<file path="src/rtl/gam_node_update_ctrl_if.sv">
// Signal bundle for gam_node_update_ctrl: request handshake, node-memory bus and
// calculate_W_Th datapath operands/results.
// slave  : the controller side.
// master : requester, node memory and datapath side.
// Optional macro GAM_NODE_INSERT_EN adds the mem_full status signal.
interface gam_node_update_ctrl_if #(
    parameter int VECTOR_LEN = 8,
    parameter int ADDR_W     = 6
);
    localparam int VW = VECTOR_LEN * 8;

    logic              req_valid;
    logic              req_ready;
    logic [VW-1:0]     x_in;
    logic [ADDR_W-1:0] win_idx;
    logic [31:0]       min1_ed;

    logic              mem_rd_en;
    logic              mem_wr_en;
    logic [ADDR_W-1:0] mem_addr;
    logic [VW-1:0]     mem_rd_ws1;
    logic [VW-1:0]     mem_rd_ws2;
    logic [31:0]       mem_rd_ths1;
    logic [31:0]       mem_rd_ms1;
    logic [VW-1:0]     mem_wr_ws1;
    logic [VW-1:0]     mem_wr_ws2;
    logic [31:0]       mem_wr_ths1;
    logic [31:0]       mem_wr_ms1;

    logic [VW-1:0]     dp_x;
    logic [VW-1:0]     dp_ws1;
    logic [VW-1:0]     dp_ws2;
    logic [31:0]       dp_ths1;
    logic [31:0]       dp_ms1;
    logic [31:0]       dp_min1;
    logic [VW-1:0]     dp_ws1_new;
    logic [VW-1:0]     dp_ws2_new;
    logic [31:0]       dp_ths1_new;

    logic              done;
    logic              busy;
`ifdef GAM_NODE_INSERT_EN
    logic              mem_full;
`endif

    modport slave (
        input  req_valid, x_in, win_idx, min1_ed,
        input  mem_rd_ws1, mem_rd_ws2, mem_rd_ths1, mem_rd_ms1,
        input  dp_ws1_new, dp_ws2_new, dp_ths1_new,
        output req_ready, mem_rd_en, mem_wr_en, mem_addr,
        output mem_wr_ws1, mem_wr_ws2, mem_wr_ths1, mem_wr_ms1,
        output dp_x, dp_ws1, dp_ws2, dp_ths1, dp_ms1, dp_min1,
`ifdef GAM_NODE_INSERT_EN
        output mem_full,
`endif
        output done, busy
    );

    modport master (
        output req_valid, x_in, win_idx, min1_ed,
        output mem_rd_ws1, mem_rd_ws2, mem_rd_ths1, mem_rd_ms1,
        output dp_ws1_new, dp_ws2_new, dp_ths1_new,
        input  req_ready, mem_rd_en, mem_wr_en, mem_addr,
        input  mem_wr_ws1, mem_wr_ws2, mem_wr_ths1, mem_wr_ms1,
        input  dp_x, dp_ws1, dp_ws2, dp_ths1, dp_ms1, dp_min1,
`ifdef GAM_NODE_INSERT_EN
        input  mem_full,
`endif
        input  done, busy
    );
endinterface

</file>
<file path="src/rtl/gam_node_update_ctrl.sv">
// Winner-node learning update sequencer: reads the winner record from node memory,
// presents it with X and min1_ED to the calculate_W_Th datapath, and writes the
// results back with a saturating win count. One update in flight at a time.
// Optional macro GAM_NODE_INSERT_EN: a winner farther than its threshold spawns a
// new node at free_ptr instead of being updated, until the memory is full.
// VECTOR_LEN and ADDR_W must match the parameters of the connected interface.
module gam_node_update_ctrl #(
    parameter int VECTOR_LEN = 8,
    parameter int ADDR_W     = 6,
    parameter int RD_LAT     = 1,
    parameter int MS_MAX     = 255
) (
    input  logic                  clk,
    input  logic                  rst_n,
    gam_node_update_ctrl_if.slave bus
);
    localparam int                VW       = VECTOR_LEN * 8;
    localparam int                CNT_W    = (RD_LAT > 1) ? $clog2(RD_LAT) : 1;
    localparam logic [CNT_W-1:0]  CNT_LAST = CNT_W'(RD_LAT - 1);
    localparam logic [31:0]       MS_MAX_W = 32'(MS_MAX);

    typedef enum logic [2:0] {S_IDLE, S_RD, S_WAIT, S_CALC, S_WB, S_DONE} state_t;

    state_t            state_q, state_d;
    logic [CNT_W-1:0]  wait_cnt_q;
    logic              wait_last;
    logic [ADDR_W-1:0] addr_q;
    logic [VW-1:0]     x_q, ws1_q, ws2_q, wr_ws1_q, wr_ws2_q;
    logic [31:0]       min1_q, ths1_q, ms1_q, ms1_inc_q, wr_ths1_q, wr_ms1_q;

    assign wait_last = (wait_cnt_q == CNT_LAST);

`ifdef GAM_NODE_INSERT_EN
    localparam logic [ADDR_W-1:0] PTR_MAX = '1;
    logic [ADDR_W-1:0] free_ptr_q;
    logic              do_insert;

    // A winner outside its own threshold becomes a new node while space remains.
    assign do_insert    = ($signed(min1_q) > $signed(ths1_q)) && (free_ptr_q != PTR_MAX);
    assign bus.mem_full = (free_ptr_q == PTR_MAX);
`endif

    // Next-state and strobe decode from the current state.
    always_comb begin
        // NOTE: every signal written here gets a default first, so no path leaves it
        // unassigned and no latch is inferred.
        state_d       = state_q;
        bus.req_ready = 1'b0;
        bus.mem_rd_en = 1'b0;
        bus.mem_wr_en = 1'b0;
        bus.done      = 1'b0;
        bus.busy      = (state_q != S_IDLE);
        case (state_q)
            S_IDLE: begin
                bus.req_ready = 1'b1;
                if (bus.req_valid) state_d = S_RD;
            end
            S_RD: begin
                bus.mem_rd_en = 1'b1;
                state_d       = S_WAIT;
            end
            S_WAIT: if (wait_last) state_d = S_CALC;
            S_CALC: state_d = S_WB;
            S_WB: begin
                bus.mem_wr_en = 1'b1;
                state_d       = S_DONE;
            end
            S_DONE: begin
                bus.done = 1'b1;
                state_d  = S_IDLE;
            end
            default: state_d = S_IDLE;
        endcase
    end

    // State register; reset aborts any update in flight, so no write can follow.
    always_ff @(posedge clk or negedge rst_n) begin
        // NOTE: sequential state uses non-blocking assignments so every register
        // samples pre-edge values regardless of block ordering.
        if (!rst_n) state_q <= S_IDLE;
        else        state_q <= state_d;
    end

    // Request capture, read-latency count, operand capture and write-data latch.
    always_ff @(posedge clk or negedge rst_n) begin
        if (!rst_n) begin
            wait_cnt_q <= '0;
            addr_q     <= '0;
            x_q        <= '0;
            min1_q     <= '0;
            ws1_q      <= '0;
            ws2_q      <= '0;
            ths1_q     <= '0;
            ms1_q      <= '0;
            ms1_inc_q  <= '0;
            wr_ws1_q   <= '0;
            wr_ws2_q   <= '0;
            wr_ths1_q  <= '0;
            wr_ms1_q   <= '0;
`ifdef GAM_NODE_INSERT_EN
            free_ptr_q <= '0;
`endif
        end else begin
            case (state_q)
                S_IDLE: if (bus.req_valid) begin
                    x_q    <= bus.x_in;
                    addr_q <= bus.win_idx;
                    min1_q <= bus.min1_ed;
                end
                S_RD: wait_cnt_q <= '0;
                S_WAIT: begin
                    wait_cnt_q <= wait_cnt_q + 1'b1;
                    if (wait_last) begin
                        ws1_q     <= bus.mem_rd_ws1;
                        ws2_q     <= bus.mem_rd_ws2;
                        ths1_q    <= bus.mem_rd_ths1;
                        // Ms1=0 is clamped so the datapath divider never sees zero.
                        ms1_q     <= (bus.mem_rd_ms1 == 32'd0) ? 32'd1 : bus.mem_rd_ms1;
                        ms1_inc_q <= (bus.mem_rd_ms1 >= MS_MAX_W) ? MS_MAX_W
                                                                  : bus.mem_rd_ms1 + 32'd1;
                    end
                end
                S_CALC: begin
`ifdef GAM_NODE_INSERT_EN
                    if (do_insert) begin
                        wr_ws1_q   <= x_q;
                        wr_ws2_q   <= x_q;
                        wr_ths1_q  <= min1_q;
                        wr_ms1_q   <= 32'd1;
                        addr_q     <= free_ptr_q;
                        free_ptr_q <= free_ptr_q + 1'b1;
                    end else
`endif
                    begin
                        wr_ws1_q  <= bus.dp_ws1_new;
                        wr_ws2_q  <= bus.dp_ws2_new;
                        wr_ths1_q <= bus.dp_ths1_new;
                        wr_ms1_q  <= ms1_inc_q;
                    end
                end
                default: ;
            endcase
        end
    end

    assign bus.mem_addr    = addr_q;
    assign bus.mem_wr_ws1  = wr_ws1_q;
    assign bus.mem_wr_ws2  = wr_ws2_q;
    assign bus.mem_wr_ths1 = wr_ths1_q;
    assign bus.mem_wr_ms1  = wr_ms1_q;
    assign bus.dp_x        = x_q;
    assign bus.dp_ws1      = ws1_q;
    assign bus.dp_ws2      = ws2_q;
    assign bus.dp_ths1     = ths1_q;
    assign bus.dp_ms1      = ms1_q;
    assign bus.dp_min1     = min1_q;
endmodule
</file>
<file path="src/flat_wrapper.sv">
// flat-port wrapper written by rule: the top's interface ports become plain ports
module gam_node_update_ctrl_flat 
#(
    parameter int VECTOR_LEN = 8,
    parameter int ADDR_W     = 6,
    parameter int RD_LAT     = 1,
    parameter int MS_MAX     = 255
)
  (clk, rst_n, bus_req_valid, bus_x_in, bus_win_idx, bus_min1_ed, bus_mem_rd_ws1, bus_mem_rd_ws2, bus_mem_rd_ths1, bus_mem_rd_ms1, bus_dp_ws1_new, bus_dp_ws2_new, bus_dp_ths1_new, bus_req_ready, bus_mem_rd_en, bus_mem_wr_en, bus_mem_addr, bus_mem_wr_ws1, bus_mem_wr_ws2, bus_mem_wr_ths1, bus_mem_wr_ms1, bus_dp_x, bus_dp_ws1, bus_dp_ws2, bus_dp_ths1, bus_dp_ms1, bus_dp_min1, bus_done, bus_busy);
  gam_node_update_ctrl_if #(.VECTOR_LEN(VECTOR_LEN), .ADDR_W(ADDR_W)) bus_i ();
  input  logic clk;
  input  logic rst_n;
  input wire logic [$bits(bus_i.req_valid)-1:0] bus_req_valid;
  input wire logic [$bits(bus_i.x_in)-1:0] bus_x_in;
  input wire logic [$bits(bus_i.win_idx)-1:0] bus_win_idx;
  input wire logic [$bits(bus_i.min1_ed)-1:0] bus_min1_ed;
  input wire logic [$bits(bus_i.mem_rd_ws1)-1:0] bus_mem_rd_ws1;
  input wire logic [$bits(bus_i.mem_rd_ws2)-1:0] bus_mem_rd_ws2;
  input wire logic [$bits(bus_i.mem_rd_ths1)-1:0] bus_mem_rd_ths1;
  input wire logic [$bits(bus_i.mem_rd_ms1)-1:0] bus_mem_rd_ms1;
  input wire logic [$bits(bus_i.dp_ws1_new)-1:0] bus_dp_ws1_new;
  input wire logic [$bits(bus_i.dp_ws2_new)-1:0] bus_dp_ws2_new;
  input wire logic [$bits(bus_i.dp_ths1_new)-1:0] bus_dp_ths1_new;
  output wire logic [$bits(bus_i.req_ready)-1:0] bus_req_ready;
  output wire logic [$bits(bus_i.mem_rd_en)-1:0] bus_mem_rd_en;
  output wire logic [$bits(bus_i.mem_wr_en)-1:0] bus_mem_wr_en;
  output wire logic [$bits(bus_i.mem_addr)-1:0] bus_mem_addr;
  output wire logic [$bits(bus_i.mem_wr_ws1)-1:0] bus_mem_wr_ws1;
  output wire logic [$bits(bus_i.mem_wr_ws2)-1:0] bus_mem_wr_ws2;
  output wire logic [$bits(bus_i.mem_wr_ths1)-1:0] bus_mem_wr_ths1;
  output wire logic [$bits(bus_i.mem_wr_ms1)-1:0] bus_mem_wr_ms1;
  output wire logic [$bits(bus_i.dp_x)-1:0] bus_dp_x;
  output wire logic [$bits(bus_i.dp_ws1)-1:0] bus_dp_ws1;
  output wire logic [$bits(bus_i.dp_ws2)-1:0] bus_dp_ws2;
  output wire logic [$bits(bus_i.dp_ths1)-1:0] bus_dp_ths1;
  output wire logic [$bits(bus_i.dp_ms1)-1:0] bus_dp_ms1;
  output wire logic [$bits(bus_i.dp_min1)-1:0] bus_dp_min1;
  output wire logic [$bits(bus_i.done)-1:0] bus_done;
  output wire logic [$bits(bus_i.busy)-1:0] bus_busy;
  assign bus_i.req_valid = bus_req_valid;
  assign bus_i.x_in = bus_x_in;
  assign bus_i.win_idx = bus_win_idx;
  assign bus_i.min1_ed = bus_min1_ed;
  assign bus_i.mem_rd_ws1 = bus_mem_rd_ws1;
  assign bus_i.mem_rd_ws2 = bus_mem_rd_ws2;
  assign bus_i.mem_rd_ths1 = bus_mem_rd_ths1;
  assign bus_i.mem_rd_ms1 = bus_mem_rd_ms1;
  assign bus_i.dp_ws1_new = bus_dp_ws1_new;
  assign bus_i.dp_ws2_new = bus_dp_ws2_new;
  assign bus_i.dp_ths1_new = bus_dp_ths1_new;
  assign bus_req_ready = bus_i.req_ready;
  assign bus_mem_rd_en = bus_i.mem_rd_en;
  assign bus_mem_wr_en = bus_i.mem_wr_en;
  assign bus_mem_addr = bus_i.mem_addr;
  assign bus_mem_wr_ws1 = bus_i.mem_wr_ws1;
  assign bus_mem_wr_ws2 = bus_i.mem_wr_ws2;
  assign bus_mem_wr_ths1 = bus_i.mem_wr_ths1;
  assign bus_mem_wr_ms1 = bus_i.mem_wr_ms1;
  assign bus_dp_x = bus_i.dp_x;
  assign bus_dp_ws1 = bus_i.dp_ws1;
  assign bus_dp_ws2 = bus_i.dp_ws2;
  assign bus_dp_ths1 = bus_i.dp_ths1;
  assign bus_dp_ms1 = bus_i.dp_ms1;
  assign bus_dp_min1 = bus_i.dp_min1;
  assign bus_done = bus_i.done;
  assign bus_busy = bus_i.busy;
  gam_node_update_ctrl #(.VECTOR_LEN(VECTOR_LEN), .ADDR_W(ADDR_W), .RD_LAT(RD_LAT), .MS_MAX(MS_MAX)) u_core (.clk(clk), .rst_n(rst_n), .bus(bus_i));
endmodule
</file>
<file path="config.mk">
export PLATFORM = sky130hd
export DESIGN_NAME = gam_node_update_ctrl_flat
export DESIGN_NICKNAME = d
export VERILOG_FILES = /design/src/rtl/gam_node_update_ctrl_if.sv /design/src/rtl/gam_node_update_ctrl.sv /design/src/flat_wrapper.sv
export SDC_FILE = /design/constraint.sdc
export NUM_CORES = 1
export LEC_CHECK = 0
export ABC_AREA = 0
export CAP_MARGIN = 25
export CORE_AREA = 2 2 369 371
export CTS_BUF_LIST = sky130_fd_sc_hd__clkbuf_4 sky130_fd_sc_hd__clkbuf_8 sky130_fd_sc_hd__clkbuf_16
export DETAILED_ROUTE_END_ITERATION = 8
export DIE_AREA = 0 0 371 373
export SYNTH_ARGS = -nofsm -noshare
export SYNTH_HDL_FRONTEND = slang
export SYNTH_SLANG_ARGS = --single-unit
</file>
<file path="constraint.sdc">
create_clock -name clk -period 2.6 [get_ports clk]
set_clock_uncertainty 0.1 [all_clocks]
set_input_delay 0.52 -clock clk [delete_from_list [all_inputs] [get_ports clk]]
set_output_delay 0.52 -clock clk [all_outputs]
set_load 0.1 [all_outputs]
</file>
==> results.toml, run 1 <==
[synthesis]
yosys_warnings = 0
synth_top_area_share_pct = 65.3
syn-num-nets = 2021
ys_ff_latch = 522
yosys.area.top_type = "dfrtp_1"
synth_cell_types = 37
synth_area_leaders = "dfrtp_1 65%, mux2_2 12%, nand2_1 11%, mux2_4 6.0%, buf_2 1.1%"
synthCells = 1562
ys_seq_area_share_pct = 65.3
ys_async_sr_fraction_pct = 100
syn_area_mm2 = 0.0200
syn_area_per_cell_um2 = 12.8
synth_edf_count = 0
synth-main-ff-cell = "dfrtp_1"

[clock_network]
cts_made_buffers = 61
cts_setup_buffers = 0
path_clk_slew_ns = 0.06
root_buffer = "clkbuf_16"
clk_latency_ns = 0.67
cts.sinks = 522
htreeDepth = 2
cts_hold_buf = 1
cts_buffer_depth = 3
cts_tree = "done"
cts.repair.resized = 0

[place]
hpwl_um = 75300
placed_area_mm2 = 0.0305
gp_congestion = 0.852
port_buffers = 947

[floorplan]
core_region_area_mm2 = 0.135
chipWidth_um = 371
die_area_mm2 = 0.138
initial_core_util_pct = 14.9
fp-row-count = 135
die_h_um = 373
io_pins = 948

[timing]
hold_viol_final = 0
slew_viol_final = 0
rsz0062_at_grt = "false"
fin_setup_tns_ns = 0
max_slew.worst_pin.slew_ns = 0.638
relSlewSlack_pct = 57.5
min_period_over_period_pct = 95.5
fmax_ghz = 0.403
setup_violations = 0
layout_min_cycle_time_ns = 2.48

[critical_path]
r2r-end = "u_core.bus.dp_ths1[10]"
cp_num_buf_inv = 1
worst_ep_arrival_time_ns = 1.86
slowest_delay_ns = 0.48
crit_path_top_delay_cell = "dfrtp_1"
path_class = "reg2out"
cp-start-kind = "flop"
endpoint_kind = "output port"
path_max_fanout = 9
worstPathRequired_ns = 1.98
worst-r2r-cell-count = 4
regToRegStartpoint = "u_core.state_q[0]"
rrSetupSlack_ns = 0.41
cp_cell_sequence = "or3_4 > buf_4"
path_delay_family = "flip-flops"

[final_layout]
fin_nets = 3005
regArea_mm2 = 0.0131
drive_gt1_share_pct = 37.1
multi_input_area_mm2 = 0.00633
finalInstanceArea_mm2 = 0.0327
fillerInstances = 14300
area_growth_pct = 63.4

[grt]
grt_max_degree = 114
grt_overflow = 0
gr-usage-all-layers_pct = 12.8
first_global_vias = 16000
grt_pass1_wl_um = 126000
antenna_found_initial = 53

[routing]
viasPerCell = 3.52
ant_nets = 0
drtIter0Drc = 855
wl_um = 92600
wl_per_cell_um = 21.1
drcViolationCount = 0
dr.pass1.iters = 5
vias = 15400

[min_path]
hold_depth = 3
worstHoldStart = "bus_mem_rd_ws1[47]"
whs_endpoint = "u_core.bus.dp_ws1[47]"
hp-class = "in2reg"

[run]
max_cap_violations = 0

[run_status]
status = "completed"
==> cells in the final DEF, fill, tap and decap left out, types with 4 or more instances in the layout <==
cell type | Yosys | final
mux2_2 | 214 | 214
clkbuf_16 | 0 | 61
clkbuf_4 | 0 | 22
dfrtp_1 | 522 | 522
bufinv_16 | 0 | 7
clkdlybuf4s50_1 | 0 | 455
nor4_1 | 7 | 7
buf_4 | 2 | 529
diode_2 | 0 | 4
mux2_4 | 80 | 80
a21oi_1 | 8 | 8
clkbuf_8 | 0 | 6
buf_12 | 9 | 17
and2_1 | 24 | 24
nand2_1 | 575 | 575
clkinv_2 | 0 | 12
nor2_1 | 13 | 13
==> layer usage <==
layer,track usage (%),routed length [µm],vias up
met1,15.4,38100,7521
met3,6.22,10200,166
li1,-,-,7040
met2,20.8,42300,676
met4,2.47,1800,36
met5,0,224,-
==> cells in the mapped netlist, types with 2 or more instances <==
library cell / count
nand4_1: 3
clkbuf_1: 11
o21ai_0: 3
buf_12: 9
buf_1: 2
nor2_1: 13
buf_6: 13
nor4_1: 7
a31oi_1: 2
mux2_2: 214
nand2_1: 575
xor2_1: 3
a21oi_1: 8
dfrtp_1: 522
buf_4: 2
buf_2: 45
nor3b_1: 3
and2_1: 24
mux2_4: 80
xnor2_1: 3
ha_1: 2
inv_1: 3
==> cells by family (layout without fill, tap and decap cells) <==
logic type	after synthesis	in the layout	synth area share (%)
AND/OR/NAND/NOR	637	637	12.7
buffers and inverters	86	1121	3.15
other	0	4	0
adder cells (fa/ha/maj)	2	2	0.125
flip-flops	522	522	65.3
XOR/XNOR	6	6	0.263
multiplexers	294	294	18.0
AO/OA/AOI/OAI	15	15	0.419
==> cell type report <==
| cell class | instances | share of cell area [%] |
|---|---|---|
| Timing Repair Buffer | 1003 | 27.2 |
| Clock inverter | 25 | 1.15 |
| Tap cell | 1781 | 6.82 |
| Inverter | 4 | 0.0459 |
| Multi-Input combinational cell | 954 | 19.4 |
| Antenna cell | 4 | 0.0306 |
| Clock buffer | 89 | 5.43 |
| Sequential cell | 522 | 40.0 |
==> how the worst max path moves through the flow <==
stage | startpoint | endpoint | cells after the start
floorplan | u_core.state_q[1] | u_core.bus.dp_min1[0] | 7
global placement | bus_mem_rd_ms1[20] | u_core.bus.dp_ms1[1] | 5
detailed placement | bus_mem_rd_ms1[27] | u_core.bus.dp_ms1[1] | 5
CTS | u_core.state_q[0] | bus_busy | 2
global route | u_core.state_q[0] | bus_busy | 2
finish | u_core.state_q[0] | bus_busy | 2
==> stage by stage <==
stage | hold slack (ns) | worst slack (ns) | util, % | instances
detailed placement | 0.363 | 0.275 | 22.7 | 4263
global route | 0.230 | 0.0290 | 24.3 | 4380
floorplan | 0.124 | 0.0934 | - | 1562
CTS | 0.190 | 0.0522 | 24.3 | 4378
global placement | 0.360 | 0.253 | 22.7 | 4263
finish | 0.259 | 0.116 | 24.3 | 4382
==> worst reg2reg max path, cell delays in order (launching register included) <==
cell and delay (ns):
dfrtp_1 0.48, or4b_4 0.76, buf_12 0.29, nand2_1 0.37
nand2_1 0.07
==> registers in the layout (all words and copies together) (netlist names), 64 cells and up <==
signal                 count
u_core.bus.dp_ws1         64
u_core.bus.dp_ws2         64
u_core.bus.dp_x           64
u_core.bus.mem_wr_ws1     64
u_core.bus.mem_wr_ws2     64
Power of run 1 is left out: the tool's default activity adds up to more than one toggle a clock period on the data nets, which glitch-free logic cannot reach.
==> run 2, diff against run 1 <==
- CAP_MARGIN: 25 -> not set
- SKIP_CTS_REPAIR_TIMING: not set -> 1
==> results.toml, run 2 (synthesis results as in run 1) <==
[floorplan]
io_pins = 948
die_area_mm2 = 0.138
chipWidth_um = 371
die_h_um = 373
fp-row-count = 135
initial_core_util_pct = 14.9
core_region_area_mm2 = 0.135

[timing]
max_slew.worst_pin.slew_ns = 0.644
fmax_ghz = 0.403
min_period_over_period_pct = 95.5
slew_viol_final = 0
layout_min_cycle_time_ns = 2.48
rsz0062_at_grt = "false"
setup_violations = 0
fin_setup_tns_ns = 0
relSlewSlack_pct = 57.1
hold_viol_final = 0

[clock_network]
cts_made_buffers = 61
cts.sinks = 522
path_clk_slew_ns = 0.06
cts_tree = "done"
clk_latency_ns = 0.67
cts_buffer_depth = 3
root_buffer = "clkbuf_16"
htreeDepth = 2

[grt]
grt_max_degree = 114
grt_overflow = 0
use_met3_pct = 6.22
grt_most_used_layer = "met2"
met1_usage_pct = 15.4
gr-usage-all-layers_pct = 12.8
grt_pass1_wl_um = 126000
antenna_found_initial = 53
met2_usage_pct = 20.8
first_global_vias = 16000

[place]
port_buffers = 947
placed_area_mm2 = 0.0305
hpwl_um = 75300
gp_congestion = 0.852

[critical_path]
slowest_delay_ns = 0.48
crit_path_top_delay_cell = "dfrtp_1"
setup.worst_path.start = "u_core.state_q[0]"
worst-r2r-cell-count = 4
crit_end = "bus_busy"
worstPathRequired_ns = 1.98
worst_ep_arrival_time_ns = 1.86
path_class = "reg2out"
cp_cell_sequence = "or3_4 > buf_4"
path_max_fanout = 9
cp-start-kind = "flop"
rrSetupSlack_ns = 0.40
regToRegStartpoint = "u_core.state_q[0]"
endpoint_kind = "output port"
r2r-end = "u_core.bus.dp_ws1[27]"

[routing]
drcViolationCount = 0
viasPerCell = 3.51
vias = 15400
wl_um = 92600
drtIter0Drc = 866
wl_per_cell_um = 21.1
dr.pass1.iters = 5
ant_nets = 0

[final_layout]
fillerInstances = 14300
regArea_mm2 = 0.0131
multi_input_area_mm2 = 0.00633
finalInstanceArea_mm2 = 0.0327
drive_gt1_share_pct = 37.1
most-common-layout-cells = "575 x nand2_1, 529 x buf_4, 522 x dfrtp_1, 455 x clkdlybuf4s50_1, 214 x mux2_2"
mostFrequentLayoutCell = "nand2_1"
fin_util_pct = 24.3
fin_nets = 3005
area_growth_pct = 63.4

[run_status]
status = "completed"

[min_path]
hp-class = "in2async"

[run]
max_cap_violations = 0
==> run 2: cell types whose count changed in the layout (fill, tap and decap cells not counted), sizes merged <==
| cell | before | now |
|---|---|---|
| diode | 4 | 3 |
==> run 2: final cells by class <==
type                    count  share of cell area (%)
clock buffers              89                    5.43
inverters                   4                  0.0459
clock inverters            25                    1.15
repair buffers           1003                    27.2
diodes                      3                  0.0230
multi-input cells         954                    19.4
well taps                1781                    6.82
flip-flops and latches    522                    40.0
==> run 2: worst min path at each step <==
stage / slack (ns) / cells past startpoint / endpoint
global route: 0.23 / 3 / u_core.bus.dp_ws1[41]
floorplan: 0.12 / 0 / u_core.bus.dp_min1[0]
detailed placement: 0.36 / 2 / u_core.bus.dp_ws1[17]
finish: 0.26 / 2 / u_core.bus.mem_wr_ws2[33]
global placement: 0.36 / 2 / u_core.bus.dp_ws1[60]
CTS: -0.40 / 1 / u_core.bus.mem_wr_ws2[33]
==> run 2: worst max-delay path: cells and delay by family (launching register included) <==
family / cells / cell delay (ns)
buffers and inverters: 1 / 0.25
flip-flops: 1 / 0.48
AND/OR/NAND/NOR: 1 / 0.44
==> run 2: through the flow <==
step                instances  hold WS [ns]  worst slack [ns]
floorplan                1562         0.124            0.0934
global route             4380         0.230            0.0290
finish                   4381         0.260             0.118
detailed placement       4263         0.363             0.275
CTS                      4377        -0.401            0.0522
global placement         4263         0.360             0.253
==> run 2: per-layer routing <==
metal  wire length (µm)  share of wire (%)  vias to the layer above
met3              10200                 11                      166
met1              38000                 41                     7466
met5                224               0.24                        -
li1                   -                  -                     7039
met4               1800                1.9                       36
met2              42300                 46                      672
Power of run 2 is left out for the same reason.
